[src/rtl/tt_pad_pkg.sv]
// rtl/tt_pad_pkg.sv - shared pad-ring controller types and constants
package tt_pad_pkg;

    typedef enum logic [1:0] {
        OFF    = 2'd0,
        SETTLE = 2'd1,
        RAMP   = 2'd2,
        ON     = 2'd3
    } pad_state_e;

    localparam logic [17:0] DEF_SAFE_CFG = 18'h00000;

    function automatic int max_int(input int a, input int b);
        return (a > b) ? a : b;
    endfunction

endpackage

[src/rtl/pad_ring_ctrl_if.sv]
// rtl/pad_ring_ctrl_if.sv - project-side and pad-side signal bundle for the pad ring
interface pad_ring_ctrl_if #(
    parameter int NUM_PADS = 4,
    parameter int CFG_W    = 18
);
    logic [NUM_PADS-1:0] prj_pad_out;
    logic [NUM_PADS-1:0] prj_pad_dir;
    logic [CFG_W-1:0]    prj_pad_config;
    logic [NUM_PADS-1:0] prj_pad_in;
    logic [NUM_PADS-1:0] pad_in;
    logic [NUM_PADS-1:0] pad_out;
    logic [NUM_PADS-1:0] pad_dir;
    logic [CFG_W-1:0]    pad_config;

    // Project and physical pads together drive this side
    modport master (
        output prj_pad_out, prj_pad_dir, prj_pad_config, pad_in,
        input  prj_pad_in, pad_out, pad_dir, pad_config
    );

    // The controller sits between them
    modport slave (
        input  prj_pad_out, prj_pad_dir, prj_pad_config, pad_in,
        output prj_pad_in, pad_out, pad_dir, pad_config
    );
endinterface

[src/rtl/pad_in_sync.sv]
// rtl/pad_in_sync.sv - two-flop synchroniser for asynchronous pad inputs
module pad_in_sync #(
    parameter int WIDTH = 4
) (
    input  logic             clk,
    input  logic             rst_n,
    input  logic [WIDTH-1:0] d,
    output logic [WIDTH-1:0] q
);
    logic [WIDTH-1:0] meta_q;

    // Two back-to-back flops; both cleared so the project never sees stale pad data after reset
    always_ff @(posedge clk) begin
        if (!rst_n) begin
            meta_q <= '0;
            q      <= '0;
        end else begin
            meta_q <= d;
            q      <= meta_q;
        end
    end
endmodule

[src/rtl/pad_ring_ctrl.sv]
// rtl/pad_ring_ctrl.sv - pad-ring controller with safe state, config-first enable and staggered output release
module pad_ring_ctrl
    import tt_pad_pkg::*;
#(
    parameter int               NUM_PADS   = 4,
    parameter int               CFG_W      = 18,
    parameter logic [CFG_W-1:0] SAFE_CFG   = CFG_W'(DEF_SAFE_CFG),
    parameter int               SETTLE_CYC = 4,
    parameter int               STAGGER    = 2
) (
    input  logic                  clk,
    input  logic                  rst_n,
    input  logic                  ena,
    pad_ring_ctrl_if.slave        pads,
    output logic                  active
);
    localparam int CNT_W = $clog2(max_int(SETTLE_CYC, STAGGER) + 1);

    pad_state_e          state;
    logic [CNT_W-1:0]    cnt;
    logic [NUM_PADS-1:0] mask;
    logic [NUM_PADS-1:0] out_q;
    logic [NUM_PADS-1:0] dir_q;
    logic [CFG_W-1:0]    cfg_q;
    logic [NUM_PADS-1:0] sync_q;

    // Sequencer: OFF -> SETTLE (config only) -> RAMP (one pad per STAGGER) -> ON
    always_ff @(posedge clk) begin
        if (!rst_n || !ena) begin
            state  <= OFF;
            cnt    <= '0;
            mask   <= '0;
            active <= 1'b0;
        end else begin
            case (state)
                OFF: begin
                    state <= SETTLE;
                    cnt   <= CNT_W'(SETTLE_CYC - 1);
                end
                SETTLE: begin
                    if (cnt == '0) begin
                        state <= RAMP;
                        mask  <= NUM_PADS'(1);
                        cnt   <= CNT_W'(STAGGER - 1);
                    end else begin
                        cnt <= cnt - CNT_W'(1);
                    end
                end
                RAMP: begin
                    if (cnt == '0) begin
                        if (&mask) begin
                            state  <= ON;
                            active <= 1'b1;
                        end else begin
                            mask <= (mask << 1) | NUM_PADS'(1);
                            cnt  <= CNT_W'(STAGGER - 1);
                        end
                    end else begin
                        cnt <= cnt - CNT_W'(1);
                    end
                end
                ON: begin
                    active <= 1'b1;
                end
                default: begin
                    state  <= OFF;
                    mask   <= '0;
                    active <= 1'b0;
                end
            endcase
        end
    end

    // Project data/config capture; loads the safe values on the same edge the sequencer drops to OFF,
    // so config is already live on the first SETTLE cycle
    always_ff @(posedge clk) begin
        if (!rst_n || !ena) begin
            out_q <= '0;
            dir_q <= '0;
            cfg_q <= SAFE_CFG;
        end else begin
            out_q <= pads.prj_pad_out;
            dir_q <= pads.prj_pad_dir;
            cfg_q <= pads.prj_pad_config;
        end
    end

    pad_in_sync #(
        .WIDTH (NUM_PADS)
    ) u_pad_in_sync (
        .clk   (clk),
        .rst_n (rst_n),
        .d     (pads.pad_in),
        .q     (sync_q)
    );

    assign pads.pad_out    = out_q & mask;
    assign pads.pad_dir    = dir_q & mask;
    assign pads.pad_config = cfg_q;
    assign pads.prj_pad_in = sync_q & {NUM_PADS{state != OFF}};

endmodule

[src/flat_wrapper.sv]
// flat-port wrapper written by rule: the top's interface ports become plain ports
module pad_ring_ctrl_flat import tt_pad_pkg::*;
#(
    parameter int               NUM_PADS   = 4,
    parameter int               CFG_W      = 18,
    parameter logic [CFG_W-1:0] SAFE_CFG   = CFG_W'(DEF_SAFE_CFG),
    parameter int               SETTLE_CYC = 4,
    parameter int               STAGGER    = 2
)
  (clk, rst_n, ena, active, pads_prj_pad_out, pads_prj_pad_dir, pads_prj_pad_config, pads_pad_in, pads_prj_pad_in, pads_pad_out, pads_pad_dir, pads_pad_config);
  pad_ring_ctrl_if #(.NUM_PADS(NUM_PADS), .CFG_W(CFG_W)) pads_i ();
  input  logic clk;
  input  logic rst_n;
  input  logic ena;
  output logic active;
  input wire logic [$bits(pads_i.prj_pad_out)-1:0] pads_prj_pad_out;
  input wire logic [$bits(pads_i.prj_pad_dir)-1:0] pads_prj_pad_dir;
  input wire logic [$bits(pads_i.prj_pad_config)-1:0] pads_prj_pad_config;
  input wire logic [$bits(pads_i.pad_in)-1:0] pads_pad_in;
  output wire logic [$bits(pads_i.prj_pad_in)-1:0] pads_prj_pad_in;
  output wire logic [$bits(pads_i.pad_out)-1:0] pads_pad_out;
  output wire logic [$bits(pads_i.pad_dir)-1:0] pads_pad_dir;
  output wire logic [$bits(pads_i.pad_config)-1:0] pads_pad_config;
  assign pads_i.prj_pad_out = pads_prj_pad_out;
  assign pads_i.prj_pad_dir = pads_prj_pad_dir;
  assign pads_i.prj_pad_config = pads_prj_pad_config;
  assign pads_i.pad_in = pads_pad_in;
  assign pads_prj_pad_in = pads_i.prj_pad_in;
  assign pads_pad_out = pads_i.pad_out;
  assign pads_pad_dir = pads_i.pad_dir;
  assign pads_pad_config = pads_i.pad_config;
  pad_ring_ctrl #(.NUM_PADS(NUM_PADS), .CFG_W(CFG_W), .SAFE_CFG(SAFE_CFG), .SETTLE_CYC(SETTLE_CYC), .STAGGER(STAGGER)) u_core (.clk(clk), .rst_n(rst_n), .ena(ena), .pads(pads_i), .active(active));
endmodule
[config.mk]
export PLATFORM = sky130hd
export DESIGN_NAME = pad_ring_ctrl_flat
export DESIGN_NICKNAME = d
export VERILOG_FILES = /design/src/rtl/tt_pad_pkg.sv /design/src/rtl/pad_ring_ctrl_if.sv /design/src/rtl/pad_in_sync.sv /design/src/rtl/pad_ring_ctrl.sv /design/src/flat_wrapper.sv
export SDC_FILE = /design/constraint.sdc
export NUM_CORES = 1
export LEC_CHECK = 0
export ABC_AREA = 1
export CAP_MARGIN = 5
export CORE_MARGIN = 5
export CORE_UTILIZATION = 46
export DETAILED_ROUTE_END_ITERATION = 8
export GPL_ROUTABILITY_DRIVEN = 0
export MAX_ROUTING_LAYER = met4
export PLACE_DENSITY = 0.84
export SLEW_MARGIN = 20
export SYNTH_ARGS = -nofsm -noshare
export SYNTH_HDL_FRONTEND = slang
export SYNTH_SLANG_ARGS = --single-unit
[constraint.sdc]
create_clock -name clk -period 2.3 [get_ports clk]
set_input_delay 0.23 -clock clk [delete_from_list [all_inputs] [get_ports clk]]
set_output_delay 0.23 -clock clk [all_outputs]
set_load 0.005 [all_outputs]
Word level (Yosys, flattened, before mapping)
Cells that the tools add are included.

cells by class
  $add $sub $neg = 1
  equal/unequal tests = 8
  multiplexer cells = 15
  bitwise logic cells = 3
  reductions and logical operators = 14

operators by type and width
  kind                                                                    count
  4-bit AND                                                               3
  4-bit 2-to-1 mux                                                        3
  4-bit AND reduction                                                     3
  3-bit 2-to-1 mux                                                        3
  3-bit case mux with 3 select lines                                      1
  4-bit case mux with 2 select lines                                      1
  2-bit 2-to-1 mux                                                        3
  2-bit by 1-bit != test with 1-bit output (second input constant)        3
  2-bit case mux with 3 select lines                                      1
  2-bit nonzero test                                                      3
  2-bit equality test (second input constant)                             2
  3-bit zero test                                                         1
  3-bit != test (second input constant)                                   1
  3-bit AND reduction                                                     1
  3-bit nonzero test                                                      1
  3-bit by 1-bit subtractor with 3-bit output (second input constant)     1
  2-bit by 1-bit equality test with 1-bit output (second input constant)  1
  1-bit zero test                                                         2
  2-bit zero test                                                         1
  1-bit 2-to-1 mux                                                        2
  2-bit != test (second input constant)                                   1
  1-bit case mux with 2 select lines                                      1
  2-bit AND reduction                                                     1
  1-bit logical OR                                                        1

storage, ports and cells
  register bits = 44
  bits of input ports = 33
  word-level logic and storage cells = 50

Logic depth before layout (Yosys ltp)
Gate-level depths: netlist (run 1).

  depth after elaboration = 4
  mapped depth = 9

By module
A second synthesis (run 1) with hierarchy kept.

unflattened totals
  cell total of the unflattened synthesis = 209
  area total of the unflattened synthesis = 1632.8 um2

by module, submodules not included
  module         instances  cells an instance  area an instance (um2)  seq. area each (um2)
  pad_ring_ctrl  1          184                1407.6                  720.7
  pad_in_sync    1          25                 225.2                   160.2

Least setup slack after synthesis (run 1)
Ideal clock, no wire load.

  path kind = reg-to-reg
  start = reg u_core.state[0]
  end = reg u_core.state[0]
  setup time = 113 ps
  arrival = 1299 ps
  required time = 2187 ps
  slack = 888 ps
  stages on the path, launching flop included = 10
  path buffers = 0
  cell sequence = dfxtp_1 inv_1 ha_1 or2_4 nand2_4 nand2_2 nor2_2 nand2_1 nand2_1 nor2_1

on the way
  word-level cells in the longest chain between the ends = 3
  elaborated cells between the ends (all ways) = 9

ends and longest elaborated chain
  item                                                                                                    RTL line             RTL
  start, declared                                                                                         pad_ring_ctrl.sv:19  pad_state_e state;
  start signal, assigned                                                                                  pad_ring_ctrl.sv:30  state <= OFF;
  start signal, assigned                                                                                  pad_ring_ctrl.sv:37  state <= SETTLE;
  start signal, assigned                                                                                  pad_ring_ctrl.sv:42  state <= RAMP;
  2-bit equality test, or another cell as far along                                                       pad_ring_ctrl.sv:35  case (state)
  2-bit by 1-bit != test with 1-bit output (no source line) / 3-bit nonzero test (equally long branches)  -
  4-bit AND reduction (no source line)                                                                    -

Several ways; a longest one is shown, not always the timed one.
A chain may end at the register's enable or synchronous reset.

Worst setup path after layout (run 1)
  start = reg u_core.state[0]
  end = out pads_prj_pad_in[1]

on the way
  word-level cells in the longest chain between the ends = 2

ends and longest elaborated chain
  item                RTL line              RTL
  2-bit nonzero test  pad_ring_ctrl.sv:100  assign pads.prj_pad_in = sync_q & {NUM_PADS{state != OFF}};
  4-bit AND           pad_ring_ctrl.sv:100
  end, declared       flat_wrapper.sv:20    output wire logic [$bits(pads_i.prj_pad_in)-1:0] pads_prj_pad_in;

No other way between the ends.

==> out/results.tsv, run 1 <==
stage	metric	value	unit
detailed_routing	routed_via_density	4.21	
sta	post-route-min-period	1.96	ns
cells_and_area	nFillCells	279	
clock_tree	ctsHoldBuffers	0	
yosys	synth-seq-area-share	0.541	
yosys	synthFlopType	dfxtp_1	
cells_and_area	diodes	0	
worst_setup_path	critPathRequiredTime	2.07	ns
cells_and_area	fin_area	2360	um^2
worst_setup_path	worstSetupPathType	reg -> out	
worst_setup_path	max_stage_delay	0.52	ns
clock_tree	clkTransAtPathRegs	0.12	ns
detailed_routing	wl	3100	um
sta	rsz0062_at_grt	no	
worst_setup_path	crit_fanout	5	
sta	setup_violations	0	
detailed_routing	drc	0	
clock_tree	cts_resized	0	
worst_setup_path	cp-start-kind	flip-flop	
grt	grt_pass1_wl	5400	um
detailed_routing	drtPass1Iterations	3	
job	drv_cap	0	
yosys	synthArstFlopShare	0	
status	status	finished clean	
worst_setup_path	startpoint	u_core.state[0]$_SDFFE_PP0P_	
die	die_w	69.5	um
cells_and_area	area_delta_synth_final	44.7	%
detailed_routing	first_iter_violations	38	
cells_and_area	fin_util	0.695	
grt	grt_overflow	0	
grt	grt_usage	0.143	
sta	worst_slack	0.338	ns
cells_and_area	nets	315	
worst_setup_path	rrSetupSlack	0.73	ns
worst_hold_path	worst_hold_startpoint	pads_prj_pad_dir[2]	
worst_setup_path	cp.arrival	1.73	ns
cells_and_area	multi_input_area	504	um^2
clock_tree	clk_latency	0.35	ns
grt	grt_max_degree	18	
grt	grt_pass1_vias	1332	
worst_setup_path	path_cells	inv_1 > ha_1 > nor2_1 > clkdlybuf4s50_1	
worst_hold_path	hp-class	in -> reg	
yosys	syn-num-nets	248	
sta	period_share	0.853	
detailed_routing	vias	1361	
cells_and_area	layout_common_cells	63 x clkdlybuf4s50_1, 58 x inv_1, 44 x dfxtp_1	
clock_tree	cts.sinks	44	
grt	antenna_found_initial	0	
detailed_routing	wl_per_cell	9.58	um
worst_setup_path	slowest_stage	clkdlybuf4s50_1	
worst_setup_path	end_kind	output port	
yosys	syn_area	1630	um^2
cells_and_area	final_common_cell	clkdlybuf4s50_1	
clock_tree	cts-buffers-inserted	5	
yosys	yosysUniqueCellTypes	16	
power	leakage	1.18	nW
sta	worst_slew_pin_slew	0.278	ns
sta	hold_violations	0	
die	die_y	69.5	um
cells_and_area	regArea	881	um^2
sta	relSlewSlack	0.814	
yosys	yosys_register_bits	44	
sta	fin_hold_ws	0.386	ns
placed_design	dpl_cell_area	2310	um^2
power	cellPowerDensity	578	nW/um^2
die	start_util	0.480	
clock_tree	cts_root_buf	clkbuf_4	
clock_tree	cts_tree	built	
sta	maxClockFrequency	510	MHz
sta	clock_skew	0.00489	ns
yosys	syn_avg_cell_area	7.75	um^2
die	dieArea	4830	um^2
placed_design	dp_slack	0.724	ns
yosys	synth-edff-count	0	
die	core_area	3390	um^2
cells_and_area	drive_above_1_share	0.0758	
clock_tree	htreeDepth	2	
sta	fin_tns_setup	0	ns
clock_tree	cts.path.max_buffers	2	
worst_setup_path	timing.rr.start	u_core.state[0]$_SDFFE_PP0P_	
clock_tree	cts_setup_buffers	0	
placed_design	portBuffers	63	
die	rows	21	
sta	maxSlewViolCount	0	
power	vdd_drop_max	0.000424	V
yosys	syn_inst	210	
placed_design	dp_hpwl	2440	um
die	io_pins	64	
detailed_routing	ant_nets	0	
yosys	yosys_warnings	0	
sequential cells by signal, summed over array words and instances (netlist names):
name,count
u_core.out_q,4
u_core.mask,4
u_core.dir_q,4
u_core.u_pad_in_sync.meta_q,4
u_core.cnt,3
u_core.pads.pad_config,18
u_core.state,2
u_core.active,1
u_core.u_pad_in_sync.q,4
worst paths after layout:
path	endpoint	cells after the start
max	pads_prj_pad_in[1]	4
min	u_core.dir_q[2]$_SDFF_PP0_	3
max reg2reg	u_core.state[0]$_SDFFE_PP0P_	9
min reg2reg	u_core.u_pad_in_sync.q[3]$_SDFF_PN0_	2
where the power goes:
part	total [mW]	switching (mW)	leakage, nW	internal (mW)
clock	0.343	0.231	0.0271	0.112
sequential	0.809	0.0149	0.361	0.795
combinational	0.210	0.0934	0.794	0.116
total	1.36	0.340	1.18	1.02
cells in the mapped netlist (2+ instances only):
master,n,area share
a21oi_1,7,0.022
buf_2,5,0.015
dfxtp_1,44,0.54
ha_1,5,0.038
inv_1,58,0.13
nand2_1,33,0.076
nand2_2,3,0.012
nand3_2,3,0.018
nand4_1,3,0.012
nor2_1,40,0.092
nor2_2,3,0.012
o21ai_0,2,0.0061
cells by family after synthesis:
| kind of cell | count (synthesis) | share of synthesized area |
|---|---|---|
| AOI/OAI and AO/OA | 9 | 0.0277 |
| adders and majority gates | 5 | 0.0384 |
| buffers and inverters | 63 | 0.149 |
| DFF | 44 | 0.541 |
| and+or+nand+nor | 89 | 0.244 |
area by class of cell:
class | instances | share of cell area
flip-flops and latches | 44 | 0.374
repair buffers | 65 | 0.274
multi-input cells | 103 | 0.214
inverters | 58 | 0.0924
well taps | 46 | 0.0244
clock buffers | 5 | 0.0159
clock inverters | 2 | 0.00531
layer usage:
metal	track usage	routed length (um)	share of wire
met1	0.135	1250	0.40
met2	0.249	1490	0.48
met3	0.0696	300	0.097
met4	0.0586	59	0.019
met5	-	0	0
through the flow:
stage | std cells | total power [mW]
after floorplan | 210 | 0.932
after global placement | 316 | 1.03
after detailed placement | 316 | 1.04
after CTS | 323 | 1.38
after global routing | 323 | 1.45
final | 323 | 1.36
critical path: cells and delay by family, from the launching register on:
| family | cells | cell delay, ns |
|---|---|---|
| buffers and inverters | 2 | 0.60 |
| adders and majority gates | 1 | 0.24 |
| and+or+nand+nor | 1 | 0.12 |
| DFF | 1 | 0.42 |
(Power assumes the default switching activity.)
==> run 2: changes to the inputs <==
--- a/config.mk
+++ b/config.mk
@@ -11,7 +11,6 @@
 export CORE_UTILIZATION = 46
 export DETAILED_ROUTE_END_ITERATION = 8
 export GPL_ROUTABILITY_DRIVEN = 0
-export MAX_ROUTING_LAYER = met4
 export PLACE_DENSITY = 0.84
 export SLEW_MARGIN = 20
 export SYNTH_ARGS = -nofsm -noshare
==> run 2 against run 1 <==
Clock-buffer cell count did not move. Combinational power hardly changed. Worst setup slack is essentially flat. Fmax is essentially flat. Sequential power barely moved. Clock skew increased by 0.0010 ns. Clock power hardly changed. Largest cell class unchanged. Via count about the same.
==> out/results.tsv, run 2 (synthesis results as in run 1) <==
stage	metric	value	unit
status	status	finished clean	
worst_setup_path	cp.arrival	1.73	ns
worst_hold_path	hp-class	in -> reg	
grt	antenna_found_initial	0	
cells_and_area	final_common_cell	clkdlybuf4s50_1	
die	die_y	69.5	um
worst_setup_path	worstRegToRegCells	9	
power	cellPowerDensity	578	nW/um^2
clock_tree	cts_resized	0	
worst_setup_path	max_stage_delay	0.52	ns
clock_tree	cts.path.max_buffers	2	
worst_setup_path	path_delay_family	buffers and inverters	
clock_tree	clkTransAtPathRegs	0.12	ns
sta	hold_violations	0	
worst_setup_path	slowest_stage	clkdlybuf4s50_1	
detailed_routing	routed_via_density	4.22	
worst_setup_path	path_cells	inv_1 > ha_1 > nor2_1 > clkdlybuf4s50_1	
worst_setup_path	worstReg2RegEnd	u_core.state[0]$_SDFFE_PP0P_	
placed_design	dp_hpwl	2440	um
sta	rsz0062_at_grt	no	
worst_setup_path	crit_buf_inv	2	
clock_tree	cts-buffers-inserted	5	
die	io_pins	64	
grt	grt_pass1_wl	5390	um
power	p_total	1.36	mW
detailed_routing	first_iter_violations	41	
clock_tree	ctsHoldBuffers	0	
detailed_routing	drtPass1Iterations	3	
detailed_routing	drc	0	
sta	period_share	0.853	
worst_setup_path	worstSetupPathType	reg -> out	
clock_tree	cts_setup_buffers	0	
grt	grt_overflow	0	
sta	fin_hold_ws	0.386	ns
grt	grt_max_degree	18	
power	vdd_drop_max	0.000422	V
worst_setup_path	crit_fanout	5	
sta	fin_tns_setup	0	ns
worst_setup_path	end_kind	output port	
die	start_util	0.480	
cells_and_area	nets	315	
sta	relSlewSlack	0.813	
clock_tree	htreeDepth	2	
cells_and_area	largest_reg_flops	18	
worst_setup_path	rrSetupSlack	0.73	ns
worst_hold_path	hold_path_end	u_core.dir_q[2]$_SDFF_PP0_	
grt	grt_usage	0.140	
sta	clock_skew	0.00590	ns
clock_tree	cts_tree	built	
placed_design	dp.cells	316	
worst_setup_path	cp-start-kind	flip-flop	
clock_tree	cts_root_buf	clkbuf_4	
die	rows	21	
grt	grt_pass1_vias	1331	
worst_setup_path	timing.rr.start	u_core.state[0]$_SDFFE_PP0P_	
sta	maxSlewViolCount	0	
cells_and_area	area_delta_synth_final	44.7	%
sta	setup_violations	0	
worst_hold_path	hold-path-cell-count	3	
die	dieArea	4830	um^2
clock_tree	cts.sinks	44	
detailed_routing	wl_per_cell	9.57	um
worst_hold_path	worst_hold_startpoint	pads_prj_pad_dir[2]	
die	core_area	3390	um^2
cells_and_area	layout_common_cells	63 x clkdlybuf4s50_1, 58 x inv_1, 44 x dfxtp_1	
worst_setup_path	critPathRequiredTime	2.07	ns
cells_and_area	drive_above_1_share	0.0758	
cells_and_area	nFillCells	279	
cells_and_area	fin_util	0.695	
clock_tree	clk_latency	0.35	ns
detailed_routing	vias	1362	
job	drv_cap	0	
die	die_w	69.5	um
detailed_routing	wl	3090	um
cells_and_area	final_cells	323	
cells_and_area	diodes	0	
sta	post-route-min-period	1.96	ns
power	leakage	1.18	nW
sta	maxClockFrequency	510	MHz
placed_design	portBuffers	63	
sta	worst_slew_pin_slew	0.280	ns
detailed_routing	ant_nets	0	
run 2: area by class of cell:
class,instances,area (um^2),area share
tap,46,57.6,0.0244
timing repair buffer,65,646,0.274
clock inverter,2,12.5,0.00531
sequential,44,881,0.374
multi-input combinational,103,504,0.214
inverter,58,218,0.0924
clock buffer,5,37.5,0.0159
run 2: worst max-delay path by stage:
stage,startpoint,to,depth (start not counted)
3_5_place_dp,u_core.state[0]$_SDFFE_PP0P_,pads_prj_pad_in[1],4
2_1_floorplan,u_core.state[0]$_SDFFE_PP0P_,u_core.state[0]$_SDFFE_PP0P_,9
6_report,u_core.state[0]$_SDFFE_PP0P_,pads_prj_pad_in[1],4
3_3_place_gp,u_core.state[0]$_SDFFE_PP0P_,pads_prj_pad_in[1],4
5_1_grt,u_core.state[1]$_SDFFE_PP0P_,pads_prj_pad_in[2],4
4_1_cts,u_core.state[0]$_SDFFE_PP0P_,pads_prj_pad_in[1],4
run 2: worst register-to-register path: cells and delay by family, from the launching register on:
family | cells | cell delay [ns]
buffers and inverters | 1 | 0.08
AND/OR/NAND/NOR | 7 | 0.71
adder cells (fa/ha/maj) | 1 | 0.27
flip-flops | 1 | 0.42
run 2: layer usage:
| layer | routed length [um] | track usage |
|---|---|---|
| met5 | 0 | 0 |
| met4 | 59 | 0.0586 |
| met3 | 388 | 0.0870 |
| met2 | 1490 | 0.249 |
| met1 | 1150 | 0.124 |
run 2: per-stage QoR:
step / area [um^2] / worst slack, ns
after floorplan: 1630 / 0.888
after global placement: 2310 / 0.771
after detailed placement: 2310 / 0.724
after CTS: 2360 / 0.312
after global routing: 2360 / 0.249
final: 2360 / 0.338
run 2: where the power goes:
part	leakage (nW)	switching [mW]	total [mW]	internal, mW
logic	0.794	0.0932	0.209	0.116
registers	0.361	0.0149	0.809	0.795
clock network	0.0271	0.230	0.342	0.112
total	1.18	0.339	1.36	1.02
